[config.mk]
export PLATFORM = sky130hd
export DESIGN_NAME = instr_fetch_unit_flat
export DESIGN_NICKNAME = d
export VERILOG_FILES = /design/src/rtl/instr_fetch_unit_if.sv /design/src/rtl/instr_fetch_unit.sv /design/src/flat_wrapper.sv
export SDC_FILE = /design/constraint.sdc
export NUM_CORES = 1
export LEC_CHECK = 0
export BUFFER_PORTS_ARGS = -buffer_cell sky130_fd_sc_hd__buf_2
export CAP_MARGIN = 0
export CELL_PAD_IN_SITES_DETAIL_PLACEMENT = 2
export CELL_PAD_IN_SITES_GLOBAL_PLACEMENT = 2
export CORE_AREA = 2 2 203 125
export CTS_CLUSTER_SIZE = 10
export DETAILED_ROUTE_END_ITERATION = 8
export DIE_AREA = 0 0 205 127
export MAX_ROUTING_LAYER = met4
export PLACE_DENSITY_LB_ADDON = 0.1
export SLEW_MARGIN = 20
export SYNTH_ARGS = -nofsm -noshare
export SYNTH_HDL_FRONTEND = slang
export SYNTH_SLANG_ARGS = --single-unit
export TNS_END_PERCENT = 10
[constraint.sdc]
create_clock -name i_clk -period 13.7 [get_ports i_clk]
set_clock_uncertainty 0.05 [all_clocks]
set_input_delay 1.37 -clock i_clk [delete_from_list [all_inputs] [get_ports i_clk]]
set_output_delay 1.37 -clock i_clk [all_outputs]
set_load 0.01 [all_outputs]
[src/rtl/instr_fetch_unit_if.sv]
// instr_fetch_unit_if: bus bundle of the fetch unit -- RAM read port,
// decode-side valid/ready handshake and the jump/redirect strobe.
// master = fetch unit side, slave = RAM/decode/branch side.
interface instr_fetch_unit_if #(
    parameter int unsigned ADDR_W = 16,
    parameter int unsigned DATA_W = 32
);
    logic              o_mem_rd;
    logic [ADDR_W-1:0] o_mem_addr;
    logic [DATA_W-1:0] i_mem_data;
    logic [DATA_W-1:0] o_instr;
    logic [ADDR_W-1:0] o_instr_pc;
    logic              o_instr_valid;
    logic              i_instr_ready;
    logic              i_redirect;
    logic [ADDR_W-1:0] i_redirect_addr;

    modport master (
        output o_mem_rd,
        output o_mem_addr,
        input  i_mem_data,
        output o_instr,
        output o_instr_pc,
        output o_instr_valid,
        input  i_instr_ready,
        input  i_redirect,
        input  i_redirect_addr
    );

    modport slave (
        input  o_mem_rd,
        input  o_mem_addr,
        output i_mem_data,
        input  o_instr,
        input  o_instr_pc,
        input  o_instr_valid,
        output i_instr_ready,
        output i_redirect,
        output i_redirect_addr
    );
endinterface

[src/rtl/instr_fetch_unit.sv]
// instr_fetch_unit: streams instruction words from RAM into a small prefetch
// FIFO tagged with their PC; decode pops over valid/ready. A redirect flushes
// the FIFO, kills any read in flight and restarts fetching at the target.
// Optional build macro FETCH_HALT_EN: a fetched word with bits [31:27] all
// ones raises o_halted and parks the fetcher in HALT until redirect/reset.
module instr_fetch_unit #(
    parameter int unsigned       ADDR_W   = 16,
    parameter int unsigned       DATA_W   = 32,
    parameter int unsigned       DEPTH    = 4,
    parameter logic [ADDR_W-1:0] RESET_PC = '0
) (
    input  logic               i_clk,
    input  logic               i_reset,
    input  logic               i_run,
    instr_fetch_unit_if.master bus,
    output logic               o_halted
);

    localparam int unsigned PTR_W = (DEPTH > 1) ? $clog2(DEPTH) : 1;
    localparam int unsigned CNT_W = PTR_W + 1;
    localparam int unsigned SUM_W = CNT_W + 1;
`ifdef FETCH_HALT_EN
    localparam logic [4:0]  HALT_OP = 5'b11111;
`endif

    typedef enum logic [1:0] {
        S_IDLE = 2'd0,
        S_RUN  = 2'd1
`ifdef FETCH_HALT_EN
        , S_HALT = 2'd2
`endif
    } state_t;

    typedef struct packed {
        logic [ADDR_W-1:0] pc;
        logic [DATA_W-1:0] word;
    } entry_t;

    state_t            state_q,    state_d;
    entry_t            fifo_q [DEPTH];
    logic [PTR_W-1:0]  wr_ptr_q,   wr_ptr_d;
    logic [PTR_W-1:0]  rd_ptr_q,   rd_ptr_d;
    logic [CNT_W-1:0]  count_q,    count_d;
    logic              valid_q,    valid_d;
    logic [ADDR_W-1:0] fetch_pc_q, fetch_pc_d;
    logic              mem_rd_q,   mem_rd_d;
    logic [ADDR_W-1:0] mem_addr_q, mem_addr_d;
    // resp_q: i_mem_data carries a live response this cycle for resp_pc_q
    logic              resp_q,     resp_d;
    logic [ADDR_W-1:0] resp_pc_q,  resp_pc_d;
    logic              halted_q,   halted_d;

    logic              push_c;
    logic              pop_c;
    logic [CNT_W-1:0]  inflight_c;
    entry_t            push_entry_c;
`ifdef FETCH_HALT_EN
    logic              halt_hit_c;
`endif

    assign push_entry_c = '{pc: resp_pc_q, word: bus.i_mem_data};

    // FSM state register
    always_ff @(posedge i_clk or posedge i_reset) begin : state_reg
        if (i_reset) begin
            state_q <= S_IDLE;
        end else begin
            state_q <= state_d;
        end
    end

    // Next state, read issue, response acceptance and FIFO bookkeeping
    always_comb begin : next_state_logic
        state_d    = state_q;
        fetch_pc_d = fetch_pc_q;
        mem_rd_d   = 1'b0;
        mem_addr_d = mem_addr_q;
        resp_d     = mem_rd_q;
        resp_pc_d  = mem_addr_q;
        halted_d   = halted_q;
        wr_ptr_d   = wr_ptr_q;
        rd_ptr_d   = rd_ptr_q;
        count_d    = count_q;
        valid_d    = valid_q;
        push_c     = resp_q;
        pop_c      = valid_q & bus.i_instr_ready;
        inflight_c = CNT_W'(mem_rd_q) + CNT_W'(resp_q);
`ifdef FETCH_HALT_EN
        halt_hit_c = 1'b0;
`endif

        case (state_q)
            S_IDLE: if (i_run) state_d = S_RUN;
            S_RUN:  if (!i_run) state_d = S_IDLE;
`ifdef FETCH_HALT_EN
            S_HALT: state_d = S_HALT;
`endif
            default: state_d = S_IDLE;
        endcase

`ifdef FETCH_HALT_EN
        // Halt word is still queued; the response behind it is dropped
        halt_hit_c = push_c && (bus.i_mem_data[DATA_W-1 -: 5] == HALT_OP);
        if (halt_hit_c) begin
            state_d  = S_HALT;
            halted_d = 1'b1;
            resp_d   = 1'b0;
        end
`endif

        // Redirect overrides everything: flush, kill in-flight read, retarget
        if (bus.i_redirect) begin
            state_d    = i_run ? S_RUN : S_IDLE;
            fetch_pc_d = bus.i_redirect_addr;
            halted_d   = 1'b0;
            resp_d     = 1'b0;
            push_c     = 1'b0;
            pop_c      = 1'b0;
            wr_ptr_d   = '0;
            rd_ptr_d   = '0;
            count_d    = '0;
        end else begin
            if (push_c) wr_ptr_d = wr_ptr_q + PTR_W'(1);
            if (pop_c)  rd_ptr_d = rd_ptr_q + PTR_W'(1);
            count_d = count_q + CNT_W'(push_c) - CNT_W'(pop_c);
        end
        valid_d = (count_d != '0);

        // Credit check: queued plus outstanding words must leave a free slot
        if ((state_d == S_RUN) && !bus.i_redirect &&
            ((SUM_W'(count_q) + SUM_W'(inflight_c)) < SUM_W'(DEPTH))) begin
            mem_rd_d   = 1'b1;
            mem_addr_d = fetch_pc_q;
            fetch_pc_d = fetch_pc_q + ADDR_W'(1);
        end
    end

    // Fetch datapath and FIFO control registers
    always_ff @(posedge i_clk or posedge i_reset) begin : ctrl_regs
        if (i_reset) begin
            fetch_pc_q <= RESET_PC;
            mem_rd_q   <= 1'b0;
            mem_addr_q <= '0;
            resp_q     <= 1'b0;
            resp_pc_q  <= '0;
            halted_q   <= 1'b0;
            wr_ptr_q   <= '0;
            rd_ptr_q   <= '0;
            count_q    <= '0;
            valid_q    <= 1'b0;
        end else begin
            fetch_pc_q <= fetch_pc_d;
            mem_rd_q   <= mem_rd_d;
            mem_addr_q <= mem_addr_d;
            resp_q     <= resp_d;
            resp_pc_q  <= resp_pc_d;
            halted_q   <= halted_d;
            wr_ptr_q   <= wr_ptr_d;
            rd_ptr_q   <= rd_ptr_d;
            count_q    <= count_d;
            valid_q    <= valid_d;
        end
    end

    // Prefetch storage; cleared on reset so the head reads zero
    always_ff @(posedge i_clk or posedge i_reset) begin : fifo_storage
        if (i_reset) begin
            for (int unsigned i = 0; i < DEPTH; i++) begin
                fifo_q[i] <= '0;
            end
        end else if (push_c) begin
            fifo_q[wr_ptr_q] <= push_entry_c;
        end
    end

    assign bus.o_mem_rd      = mem_rd_q;
    assign bus.o_mem_addr    = mem_addr_q;
    assign bus.o_instr       = fifo_q[rd_ptr_q].word;
    assign bus.o_instr_pc    = fifo_q[rd_ptr_q].pc;
    assign bus.o_instr_valid = valid_q;
    assign o_halted          = halted_q;

endmodule
[src/flat_wrapper.sv]
// flat-port wrapper written by rule: the top's interface ports become plain ports
module instr_fetch_unit_flat 
#(
    parameter int unsigned       ADDR_W   = 16,
    parameter int unsigned       DATA_W   = 32,
    parameter int unsigned       DEPTH    = 4,
    parameter logic [ADDR_W-1:0] RESET_PC = '0
)
  (i_clk, i_reset, i_run, o_halted, bus_o_mem_rd, bus_o_mem_addr, bus_i_mem_data, bus_o_instr, bus_o_instr_pc, bus_o_instr_valid, bus_i_instr_ready, bus_i_redirect, bus_i_redirect_addr);
  instr_fetch_unit_if #(.ADDR_W(ADDR_W), .DATA_W(DATA_W)) bus_i ();
  input  logic i_clk;
  input  logic i_reset;
  input  logic i_run;
  output logic o_halted;
  output wire logic [$bits(bus_i.o_mem_rd)-1:0] bus_o_mem_rd;
  output wire logic [$bits(bus_i.o_mem_addr)-1:0] bus_o_mem_addr;
  input wire logic [$bits(bus_i.i_mem_data)-1:0] bus_i_mem_data;
  output wire logic [$bits(bus_i.o_instr)-1:0] bus_o_instr;
  output wire logic [$bits(bus_i.o_instr_pc)-1:0] bus_o_instr_pc;
  output wire logic [$bits(bus_i.o_instr_valid)-1:0] bus_o_instr_valid;
  input wire logic [$bits(bus_i.i_instr_ready)-1:0] bus_i_instr_ready;
  input wire logic [$bits(bus_i.i_redirect)-1:0] bus_i_redirect;
  input wire logic [$bits(bus_i.i_redirect_addr)-1:0] bus_i_redirect_addr;
  assign bus_o_mem_rd = bus_i.o_mem_rd;
  assign bus_o_mem_addr = bus_i.o_mem_addr;
  assign bus_i.i_mem_data = bus_i_mem_data;
  assign bus_o_instr = bus_i.o_instr;
  assign bus_o_instr_pc = bus_i.o_instr_pc;
  assign bus_o_instr_valid = bus_i.o_instr_valid;
  assign bus_i.i_instr_ready = bus_i_instr_ready;
  assign bus_i.i_redirect = bus_i_redirect;
  assign bus_i.i_redirect_addr = bus_i_redirect_addr;
  instr_fetch_unit #(.ADDR_W(ADDR_W), .DATA_W(DATA_W), .DEPTH(DEPTH), .RESET_PC(RESET_PC)) u_core (.i_clk(i_clk), .i_reset(i_reset), .i_run(i_run), .bus(bus_i), .o_halted(o_halted));
endmodule
**Word level (Yosys, flattened, before mapping)**

Cells that the tools add are included.
Widths: inputs -> output; s select.

- Register bits: 252
- Output and inout port bits: 67

- Add/sub/neg operators: 7
- $lt $le $gt $ge: 4
- Eq/ne operators: 2
- Mux-type cells: 21
- Bitwise gates (word level): 3
- Reduce and logical (&&, ||, !) cells: 9

Operator list:

| kind | count |
|---|---|
| $bwmux 192 | 1 |
| $mux 48 | 3 |
| $bmux 48 s2 | 1 |
| $demux 48 s2 | 1 |
| $mux 16 | 2 |
| $add 16x1->16 const B | 1 |
| $mux 2 | 7 |
| $ge 3x3->1 const B | 2 |
| $not 2->3 | 2 |
| $reduce_bool 2->1 | 3 |
| $add 2x1->2 const B | 2 |
| $add 3x3->4 | 1 |
| $eq 2x1->1 const B | 2 |
| $lt 4x3->1 const B | 1 |
| $mux 1 | 4 |
| $pmux 2 s2 | 1 |
| $add 3x1->3 | 1 |
| $logic_and 1x1->1 | 3 |
| $lt 3x1->1 const B | 1 |
| $mux 3 | 1 |
| $reduce_bool 3->1 | 1 |
| $sub 3x1->3 | 1 |
| $add 1x1->2 | 1 |
| $logic_not 2->1 | 1 |
| 2 further kinds | 2 |

**Longest topological paths before layout**

- Word-level depth: 7
- Gate-level depth with buffers: 9
- Gate-level depth less buffers: 9

**Worst setup path after synthesis**

Ideal clock, no wire load.

- Path type: input to register
- From: input bus_i_instr_ready
- To: register u_core.valid_q (netlist: u_core.bus.o_instr_valid)
- Setup time: 0.131 ns
- Arrival: 2.856 ns
- Path slack: 10.663 ns
- Stages: 9
- Path buffers: 0
- Path through: and2_1 -> ha_1 -> inv_1 -> ha_1 -> inv_1 -> fa_1 -> xnor2_1 -> nor2_1 -> or3_1

- Longest elaborated chain between the ends: 4

RTL lines:

| element | line | source |
|---|---|---|
| from (decl) | flat_wrapper.sv:21 | `input wire logic [$bits(bus_i.i_instr_ready)-1:0] bus_i_instr_ready;` |
| $and 1x1->1 | instr_fetch_unit.sv:86 | `pop_c = valid_q & bus.i_instr_ready;` |
| $sub 3x1->3 | instr_fetch_unit.sv:125 | `count_d = count_q + CNT_W'(push_c) - CNT_W'(pop_c);` |
| $mux 3 | instr_fetch_unit.sv:112 | `if (bus.i_redirect) begin` |
| named net u_core.count_d[2] | instr_fetch_unit.sv:43 | `logic [CNT_W-1:0] count_q, count_d;` |
| $reduce_bool 3->1 | instr_fetch_unit.sv:127 | `valid_d = (count_d != '0);` |
| named net u_core.valid_d | instr_fetch_unit.sv:44 | `logic valid_q, valid_d;` |
| to (signal assigned) | instr_fetch_unit.sv:161 | `valid_q <= valid_d;` |
| to (decl) | instr_fetch_unit.sv:44 |  |

The timed path passes the listed nets, and every way through them passes these cells.
A chain may end at the register's enable or synchronous reset.

**Worst setup path in the final report**

- From: register u_core.rd_ptr_q[1]
- To: output bus_o_instr_pc[12]

- Longest elaborated chain between the ends: 4

RTL lines:

| element | line | source |
|---|---|---|
| from (decl) | instr_fetch_unit.sv:42 | `logic [PTR_W-1:0] rd_ptr_q, rd_ptr_d;` |
| from (signal assigned) | instr_fetch_unit.sv:159 | `rd_ptr_q <= rd_ptr_d;` |
| $not 2->3 (implied by the code) | instr_fetch_unit.sv:179 | `assign bus.o_instr_pc = fifo_q[rd_ptr_q].pc;` |
| $bmux 48 s2 | instr_fetch_unit.sv:179 |  |
| $mux 48 (2 in a row) | n/a |  |
| to (decl) | flat_wrapper.sv:19 | `output wire logic [$bits(bus_i.o_instr_pc)-1:0] bus_o_instr_pc;` |

Every way passes these cells. The select of a mux whose other input is x is not followed.

==> impl_metrics.py <==
metrics = {
    "timing": {
        "rsz0062_at_grt": "no",
        "min_period_over_period": 0.292,
        "fin_crit_ns": 4.00,
        "worst_pin_slew_ns": 0.894,
        "max_freq_mhz": 250,
        "slew_violations": 0,
        "slew_headroom": 0.404,
        "layout_setup_ws_ns": 9.70,
        "hold_viol": 0,
        "setup_viol": 0,
        "tns_ns": 0,
    },
    "grt": {
        "grt_overflow": 0,
        "grt_pass1_wl_um": 43400,
        "grtUsageTotal": 0.221,
        "antenna_found_initial": 2,
        "grt_pass1_vias": 7403,
        "grt_max_degree": 156,
    },
    "power_and_ir_drop": {
        "p_leak_nw": 6.09,
        "vdd_ir_drop_max_mv": 0.0844,
        "powerDensity_mw_per_mm2": 164,
    },
    "clocking": {
        "clock_latency_ns": 0.53,
        "cts_hold_buffers": 0,
        "cts_setup_buffers": 0,
        "cts.clk_slew.worst_paths_ns": 0.06,
        "clock_path_buffers": 3,
        "clock-sinks": 251,
        "cts_root_buf": "clkbuf_16",
        "cts_inserted_buffers": 29,
        "h-tree-depth": 1,
        "cts_resized": 0,
        "cts_tree": "built",
    },
    "layout": {
        "nFillCells": 2241,
        "drive_gt1_frac": 0.493,
        "multiInputGateArea_mm2": 0.00421,
        "final_cells": 1148,
        "ff_latch_area_mm2": 0.00629,
        "finalNetCount": 885,
        "area_growth_pct": 15.6,
        "final_common_cell": "dfrtp_1",
        "layout.cells.most_common_list": "249 x dfrtp_1, 192 x mux2_2, 118 x buf_2, 59 x nand2_1, 48 x mux4_2",
    },
    "worst_hold_path": {
        "hold_path_class": "reg2reg",
    },
    "setup_path": {
        "crit_required_ns": 12.28,
        "critPathSlowestCell": "buf_4",
        "critical_path.max_fanout": 41,
        "path_class": "reg2out",
        "cp.arrival_ns": 2.58,
        "max_stage_delay_ns": 0.65,
        "crit_chain": "buf_4 -> mux4_2 -> buf_2",
        "critPathCaptureType": "primary output",
        "start_kind": "flop",
    },
    "detailed_routing": {
        "vias_per_cell": 5.54,
        "vias": 6359,
        "ant_nets": 0,
        "drt-total-wl_um": 26500,
        "first_iter_violations": 289,
        "drtPass1Iterations": 4,
        "avgRoutedWirePerCell_um": 23.1,
        "drcViolationCount": 0,
    },
    "placed_design": {
        "portBuffers": 118,
        "gp_congestion": 0.832,
        "detailed_place_hpwl_um": 16900,
        "place_inst": 1112,
        "post-place-ws_ns": 9.57,
    },
    "yosys": {
        "syn-cell-area_mm2": 0.0107,
        "synth_edf_count": 0,
        "synth_area_per_cell_um2": 15.2,
        "synth.distinct_cells": 42,
        "synth-warning-count": 0,
        "seq_area_frac_synth": 0.587,
        "synthArstFlopShare": 1.00,
        "synth_cells": 704,
        "ys_seq_elements": 251,
        "synth_ff_type": "dfrtp_1",
    },
    "floorplanning": {
        "core_mm2": 0.0240,
        "die_area_mm2": 0.0260,
        "fp-row-count": 44,
        "fp.dieW_um": 205,
        "start_util": 0.446,
        "die_h_um": 127,
        "ios": 120,
    },
    "run": {
        "maxCapViolations": 0,
    },
    "run_status": {
        "status": "complete, no violations",
    },
}
-- layout make-up --
cell class / instances / area share
multi-input cells: 402 / 0.340
inverters: 13 / 0.00496
clock inverters: 1 / 0.000708
diodes: 2 / 0.000404
repair buffers: 125 / 0.0533
flip-flops and latches: 251 / 0.508
clock buffers: 32 / 0.0596
well taps: 322 / 0.0326
-- critical path, delay by kind of cell (launching register included) --
family	cells	cell delay (ns)
buffers and inverters	2	0.81
muxes	1	0.60
DFF	1	0.59
-- layer usage --
metal | vias up | track usage | wire length (um)
met5 | - | - | 0
met4 | 0 | 0.0381 | 395
met3 | 32 | 0.0401 | 1230
met2 | 118 | 0.354 | 12700
met1 | 3425 | 0.303 | 12200
li1 | 2784 | - | -
-- cells by family (layout without fill, tap and decap cells) --
kind of cell | after synthesis | after routing | synth area share
flops | 251 | 251 | 0.587
mux | 241 | 241 | 0.304
simple gates | 106 | 106 | 0.0446
buf+inv | 52 | 171 | 0.0210
compound gates | 33 | 33 | 0.0228
fa+ha+maj | 10 | 10 | 0.0124
xor+xnor | 10 | 10 | 0.00818
other cells | 1 | 4 | 0.000350
-- metrics by stage --
step           instance area (um^2)  power (W)  hold slack (ns)  utilization
5_1_grt                       12400    0.00214            0.392        0.515
4_1_cts                       12300    0.00207            0.373        0.514
3_3_place_gp                  11600    0.00137            0.350        0.483
6_report                      12400    0.00204            0.370        0.515
3_5_place_dp                  11600    0.00140            0.360        0.483
2_1_floorplan                 10700    0.00121            0.384            -
-- path summary, 6_finish.rpt --
path / from / end / slack [ns] / cells after the start
max: u_core.rd_ptr_q[1] / bus_o_instr_pc[12] / 9.70 / 3
min: u_core.bus.o_mem_addr[5] / u_core.resp_pc_q[5] / 0.37 / 0
max reg2reg: u_core.resp_q / u_core.fetch_pc_q[8] / 10.36 / 7
min reg2reg: u_core.bus.o_mem_addr[5] / u_core.resp_pc_q[5] / 0.37 / 0
max in group asynchronous: i_reset / u_core.fifo_q[77] / 11.22 / 3
min in group asynchronous: i_reset / u_core.fifo_q[65] / 0.89 / 2
-- synthesized netlist by cell type, types with 2 or more instances --
cell,n,share of area
dfrtp_1,251,0.59
nand3_1,6,0.0028
xor2_1,5,0.0041
ha_1,9,0.011
and3_1,4,0.0023
buf_2,21,0.0098
mux2_2,192,0.20
nor2b_1,4,0.0023
nand2_1,63,0.022
or4_1,4,0.0028
o31a_1,2,0.0016
inv_1,12,0.0042
buf_1,4,0.0014
a31oi_1,4,0.0023
mux4_2,48,0.10
or3_1,2,0.0012
a21oi_1,3,0.0014
clkbuf_1,13,0.0046
and4_1,2,0.0016
nand4_1,4,0.0023
nor2_1,12,0.0042
o31ai_1,4,0.0028
xnor2_1,5,0.0041
o21ai_0,9,0.0042
o211ai_1,4,0.0028
-- power breakdown --
part | internal (W) | switching (W) | leakage, nW
logic | 0.000225 | 0.000205 | 2.38
registers | 0.000852 | 0.000102 | 3.35
clock network | 0.000373 | 0.000278 | 0.365
total | 0.00145 | 0.000585 | 6.09
-- flip-flops by register name, indices dropped and copies added, names as in the netlist --
register,flops
u_core.bus.o_instr_valid,1
u_core.bus.o_mem_addr,16
u_core.bus.o_mem_rd,1
u_core.count_q,3
u_core.fetch_pc_q,16
u_core.fifo_q,192
u_core.rd_ptr_q,2
u_core.resp_pc_q,16
u_core.resp_q,1
u_core.state_q,1
u_core.wr_ptr_q,2
Power figures use the tool's default switching activity.
